File: config.mk
export PLATFORM = sky130hd
export DESIGN_NAME = nibble_serial_subtractor
export DESIGN_NICKNAME = d
export VERILOG_FILES = /design/src/rtl/nibble_serial_subtractor.sv
export SDC_FILE = /design/constraint.sdc
export NUM_CORES = 1
export LEC_CHECK = 0
export ABC_CLOCK_PERIOD_IN_PS = 8700
export CAP_MARGIN = 15
export CORE_MARGIN = 2
export CORE_UTILIZATION = 40
export CTS_BUF_LIST = sky130_fd_sc_hd__clkbuf_8
export CTS_CLUSTER_DIAMETER = 40
export DETAILED_ROUTE_END_ITERATION = 8
export GPL_TIMING_DRIVEN = 0
export HOLD_SLACK_MARGIN = 0.08
export PLACE_DENSITY = 0.75
export SETUP_SLACK_MARGIN = 0.1
export SLEW_MARGIN = 10
export SYNTH_ARGS = -nofsm -noshare
export SYNTH_HDL_FRONTEND = slang
export SYNTH_SLANG_ARGS = --single-unit
File: constraint.sdc
create_clock -name clk -period 8.7 [get_ports clk]
set_clock_uncertainty 0.2 [all_clocks]
set_input_delay 2.61 -clock clk [delete_from_list [all_inputs] [get_ports clk]]
set_output_delay 2.61 -clock clk [all_outputs]
set_load 0.01 [all_outputs]
File: src/rtl/nibble_serial_subtractor.sv
// Serial subtractor: computes a - b one 4-bit look-ahead slice per clock,
// chaining the slice carry through a register, with valid/ready on both sides.
module nibble_serial_subtractor #(
  parameter int WIDTH = 16
) (
  input  logic             clk,
  input  logic             rst,
  input  logic             in_valid,
  output logic             in_ready,
  input  logic [WIDTH-1:0] a,
  input  logic [WIDTH-1:0] b,
  output logic             out_valid,
  input  logic             out_ready,
  output logic [WIDTH-1:0] diff,
  output logic             borrow,
  output logic             ovf,
  output logic             zero
);

  localparam int NSLICE = WIDTH / 4;
  localparam int IDX_W  = (NSLICE > 1) ? $clog2(NSLICE) : 1;

  typedef enum logic [1:0] {IDLE, CALC, DONE} state_t;

  state_t           state, state_nxt;
  logic [WIDTH-1:0] a_p0;
  logic [WIDTH-1:0] nb_p0;
  logic [IDX_W-1:0] idx;
  logic             carry;

  logic [WIDTH-1:0] a_sh, nb_sh, slice_sh, mask_sh, diff_nxt;
  logic [3:0]       sum_sl;
  logic             cout_sl;
  logic             last;
  logic             ovf_nxt;

  // 4-bit carry-look-ahead add; returns {carry_out, sum}.
  function automatic logic [4:0] cla4(input logic [3:0] x, input logic [3:0] y,
                                      input logic cin);
    logic [3:0] p, g;
    logic [4:0] c;
    p    = x ^ y;
    g    = x & y;
    c[0] = cin;
    c[1] = g[0] | (p[0] & c[0]);
    c[2] = g[1] | (p[1] & g[0]) | (p[1] & p[0] & c[0]);
    c[3] = g[2] | (p[2] & g[1]) | (p[2] & p[1] & g[0]) | (p[2] & p[1] & p[0] & c[0]);
    c[4] = g[3] | (p[3] & g[2]) | (p[3] & p[2] & g[1]) | (p[3] & p[2] & p[1] & g[0])
         | (p[3] & p[2] & p[1] & p[0] & c[0]);
    return {c[4], p ^ c[3:0]};
  endfunction

  // Slice datapath: select nibble idx, add with registered carry, merge into diff
  always_comb begin
    a_sh              = a_p0 >> {idx, 2'b00};
    nb_sh             = nb_p0 >> {idx, 2'b00};
    {cout_sl, sum_sl} = cla4(a_sh[3:0], nb_sh[3:0], carry);
    slice_sh          = WIDTH'(sum_sl) << {idx, 2'b00};
    mask_sh           = WIDTH'(4'hF) << {idx, 2'b00};
    diff_nxt          = (diff & ~mask_sh) | slice_sh;
    last              = (idx == IDX_W'(NSLICE - 1));
    // a and ~b share a sign bit exactly when a and b differ in sign
    ovf_nxt           = (a_p0[WIDTH-1] == nb_p0[WIDTH-1]) &&
                        (diff_nxt[WIDTH-1] != a_p0[WIDTH-1]);
  end

  always_comb begin
    state_nxt = state;
    case (state)
      IDLE:    if (in_valid) state_nxt = CALC;
      CALC:    if (last)     state_nxt = DONE;
      DONE:    if (out_ready) state_nxt = IDLE;
      default: state_nxt = IDLE;
    endcase
  end

  always_ff @(posedge clk) begin
    if (rst) begin
      state     <= IDLE;
      in_ready  <= 1'b1;
      out_valid <= 1'b0;
      idx       <= '0;
      carry     <= 1'b0;
      diff      <= '0;
      borrow    <= 1'b0;
      ovf       <= 1'b0;
      zero      <= 1'b0;
    end else begin
      state     <= state_nxt;
      in_ready  <= (state_nxt == IDLE);
      out_valid <= (state_nxt == DONE);
      case (state)
        IDLE: begin
          if (in_valid) begin
            idx   <= '0;
            carry <= 1'b1;
          end
        end
        CALC: begin
          diff  <= diff_nxt;
          carry <= cout_sl;
          idx   <= idx + IDX_W'(1);
          if (last) begin
            borrow <= ~cout_sl;
            ovf    <= ovf_nxt;
            zero   <= (diff_nxt == '0);
          end
        end
        default: ;
      endcase
    end
  end

  // Operand capture (stage 0): subtrahend is stored inverted for a + ~b + 1
  always_ff @(posedge clk) begin
    if (state == IDLE && in_valid) begin
      a_p0  <= a;
      nb_p0 <= ~b;
    end
  end

endmodule

* Word-level counts from Yosys, hierarchy flattened
Index checks and enable logic that the tools add are counted.
Operators by class: add/subtract/negate cells 1, equal/unequal tests 7, shifts and indexed selects 4, multiplexer cells 8, bitwise operators 34, reduce and logical (&&, ||, !) cells 8
Operators with widths (number):
- $not A16 Y16 | 2
- $shr A16 B4 Y4 | 2
- $and A1 B1 Y1 | 16
- $and A16 B16 Y16 | 1
- $logic_not A16 Y1 | 1
- $or A16 B16 Y16 | 1
- $shl A4 B4 Y16 | 1
- $shl A4 B4 Y16 const A | 1
- $or A1 B1 Y1 | 10
- $mux W2 | 4
- $xor A4 B4 Y4 | 2
- $eq A2 B2 Y1 const B | 3
- $pmux W2 S3 | 1
- $and A4 B4 Y4 | 1
- $logic_not A2 Y1 | 2
- $pmux W2 S2 | 1
- $reduce_and A2 Y1 | 2
- $add A2 B1 Y2 const B | 1
- $eq A2 B1 Y1 const B | 1
- $logic_and A1 B1 Y1 | 2
- $ne A2 B2 Y1 const B | 1
- $pmux W1 S2 | 1
- $reduce_bool A2 Y1 | 1
- $eq A1 B1 Y1 | 1
- 3 further kinds | 3
Word-level totals: bits in registers 58, bits of input ports 36, output and inout bits 21

* Logic depth before layout (Yosys ltp)
depth in word-level cells 11, mapped depth 9, mapped depth without buffers 7

* Least setup slack after synthesis
OpenSTA, ideal clock, no wires.
path type in2reg, start input port in_valid, end register a_p0[0], enable pin, library setup time 468 ps, arrival time 4980 ps, data required time 8032 ps, setup slack 3052 ps, stages on the path 1, path buffers 0, cells stage by stage nor3b_1
Between the ends: word-level cells in the longest chain between the ends 1
RTL lines:
- from (decl) | line 8 | input logic in_valid,
- $logic_and A1 B1 Y1 | line 116 | if (state == IDLE && in_valid) begin
- to (signal assigned) | line 117 | a_p0 <= a;
- to (decl) | line 26 | logic [WIDTH-1:0] a_p0;
Every way passes these cells. A chain may end at the register's enable or synchronous reset.

* Worst setup path in the final report
start register diff[7], end output port diff[7]
RTL lines:
- from (decl) | line 14 | output logic [WIDTH-1:0] diff,
- from (signal assigned) | line 100 | diff <= diff_nxt;
No word-level cell between the ends.

==> flow_metrics.py <==
metrics = {
    "run_status": {
        "outcome": "completed",
    },
    "global_routing": {
        "track_usage_pct": 14.8,
        "grt_max_degree": 14,
        "grt_antenna_before_repair": 0,
        "grt_pass1_wl_mm": 7.26,
        "grt_overflow_total": 0,
        "grt_pass1_vias": 1608,
    },
    "sta": {
        "slew_headroom_pct": 60.3,
        "fmax_ghz": 0.245,
        "hold_violations": 0,
        "finalCritPeriodShare_pct": 46.9,
        "finalSetupTns_ns": 0,
        "slew_violations": 0,
        "setup_viol": 0,
        "fin_crit_ns": 4.08,
        "rsz0062_at_grt": "no",
        "worst_pin_slew_ns": 0.593,
    },
    "critical_path": {
        "end_kind": "primary output",
        "cp.required_ns": 5.89,
        "critPathMaxFanout": 3,
        "crit_slowest_cell": "clkdlybuf4s50_1",
        "path_buf_inv": 1,
        "crit_type": "flop to primary output",
        "crit_path_start": "diff[7]$_SDFFE_PP0P_",
        "crit_family": "buffers and inverters",
        "crit_chain": "clkdlybuf4s50_1",
        "regToRegStartpoint": "idx[0]$_SDFFE_PP0P_",
        "arrival_ns": 1.27,
        "crit_path_start_kind": "flop",
        "slowest_delay_ns": 0.56,
    },
    "synthesis": {
        "synthFlopType": "edfxtp_1",
        "yosysTopAreaCell": "edfxtp_1",
        "async_reset_ff_share_pct": 0,
        "synth_warnings": 0,
        "syn-instance-count": 190,
        "netlist-cell-type-count": 38,
        "synthesis.nets": 236,
        "synth_area_per_cell_sq_um": 12.8,
        "synth_edf_count": 32,
        "yosys-top-cells-count": "edfxtp_1 (32), nor2_1 (27), dfxtp_1 (26), inv_1 (20), a22oi_1 (16)",
        "yosysMostFrequentCell": "edfxtp_1",
        "synth_top_area_share_pct": 39.4,
        "ys_ff_latch": 58,
        "yosysSeqAreaShare_pct": 60.8,
        "ys_top_cells_by_area": "edfxtp_1 (39%), dfxtp_1 (21%), mux4_2 (7.4%), a22oi_1 (4.9%), ha_1 (4.6%)",
        "syn_area_sq_mm": 0.00244,
    },
    "die": {
        "rows": 28,
        "io_pins": 57,
        "floorplan.initialDensity_pct": 41.2,
        "coreArea_sq_mm": 0.00592,
        "die_w_um": 82.1,
        "die-area_sq_mm": 0.00673,
        "die_y_um": 82.1,
    },
    "route": {
        "vias_per_cell": 4.98,
        "first_pass_iters": 4,
        "vias": 1687,
        "antenna_left": 0,
        "wl_mm": 4.61,
        "first_iter_violations": 41,
        "drcViolationCount": 0,
        "wl_per_cell_um": 13.6,
    },
    "final_layout": {
        "finalNonFillerCells": 339,
        "design_area_sq_mm": 0.00330,
        "drive_above_1_share_pct": 14.0,
        "fin_nets": 305,
        "diodes": 0,
        "utilization_pct": 55.7,
        "syn_to_final_growth_pct": 35.4,
    },
    "cts": {
        "cts-buffers-inserted": 9,
        "cts_hold_buf": 0,
        "cts-resized-gates": 0,
        "cts_root_buf": "clkbuf_8",
        "cts.sinks": 58,
        "cts_setup_buffers": 0,
        "clkLatencyLatePin_ns": 0.34,
        "path_clk_slew_ns": 0.06,
        "htree_levels": 3,
        "cts_tree": "done",
        "cts_buffer_depth": 2,
    },
    "placement": {
        "gp_congestion": 0.840,
        "io_buffers": 55,
        "dp.final_hpwl_mm": 3.43,
        "placedInstanceArea_sq_mm": 0.00312,
        "place_inst": 323,
    },
    "pwr": {
        "total_power_uw": 652,
        "p_per_area_mw_per_mm2": 198,
        "ir_worst_vdd_mv": 0.108,
        "power_leakage_uw": 0.00125,
    },
    "run": {
        "cap_viol_max_count": 0,
    },
    "hold_path": {
        "hold_path.class": "flop to flop",
        "hold_start": "diff[12]$_SDFFE_PP0P_",
    },
}
[kinds of logic after synthesis]
family | Yosys count | synth area share [%]
AO/OA/AOI/OAI | 34 | 9.75
adder cells (fa/ha/maj) | 10 | 5.44
flip-flops | 58 | 60.8
XOR/XNOR | 3 | 1.39
buffers and inverters | 27 | 4.31
AND/OR/NAND/NOR | 48 | 10.1
multiplexers | 10 | 8.21
[placed cells by master, fill, tap and decap left out, drive strengths merged, types with 2 or more instances in the layout]
master         netlist  routed
dfxtp               26      26
clkinv               0       5
xor2                 2       2
nand2                7       7
buf                  4       7
o21ai                2       2
a21oi                7       7
edfxtp              32      32
ha                   9       9
clkbuf               3      12
mux2i                2       2
and3                 4       4
inv                 20      20
nor4                 3       3
mux4                 8       8
nor2                27      27
a211oi               2       2
nor3                 2       2
a22oi               16      16
clkdlybuf4s50        0      55
[final cells by class]
type | count | area [sq um]
fill | 505 | 2620
sequential | 58 | 1480
multi-input combinational | 105 | 856
timing repair buffer | 58 | 581
clock buffer | 9 | 124
tap | 75 | 93.8
inverter | 20 | 75.1
clock inverter | 7 | 60.1
buffer | 7 | 30.0
[where the power goes]
group	switching, uW	total, uW	internal (uW)
sequential	7.42	312	305
combinational	55.3	107	51.3
clock	105	233	128
[worst register-to-register path, delay by kind of cell, from the launching register on]
| kind | cells | cell delay [ns] |
|---|---|---|
| AO/OA/AOI/OAI | 4 | 0.76 |
| XOR/XNOR | 1 | 0.37 |
| adder cells (fa/ha/maj) | 1 | 0.35 |
| buffers and inverters | 2 | 0.53 |
| flip-flops | 1 | 0.36 |
| multiplexers | 1 | 0.53 |
[flip-flops by register name, summed over array words and instances (netlist names)]
register,count
a_p0,16
borrow,1
carry,1
diff,16
idx,2
in_ready,1
nb_p0,16
out_valid,1
ovf,1
state,2
zero,1
[metrics by stage]
stage	hold WS [ns]	setup WS, ns
after floorplan	0.292	3.05
after global placement	0.282	1.82
after detailed placement	0.287	4.32
after CTS	0.305	4.62
after global routing	0.321	4.58
final	0.299	4.62
[path summary, 6_finish.rpt]
path	endpoint	slack [ns]	cells after the start
hold reg to reg	diff[12]$_SDFFE_PP0P_	0.30	2
setup / recovery	diff[7]	4.62	1
setup reg to reg	ovf$_SDFFE_PP0P_	5.48	9
hold / removal	diff[12]$_SDFFE_PP0P_	0.30	2
[routing by layer]
layer / GRT usage [%] / vias to the layer above / part of all wire [%] / routed length (um)
li1: - / 829 / - / -
met1: 18.0 / 796 / 43 / 1970
met5: 0 / - / 0 / 0
met3: 5.49 / 8 / 5.9 / 272
met4: 6.00 / 0 / 1.5 / 71
met2: 23.8 / 54 / 50 / 2290
Power figures use the tool's default switching activity.
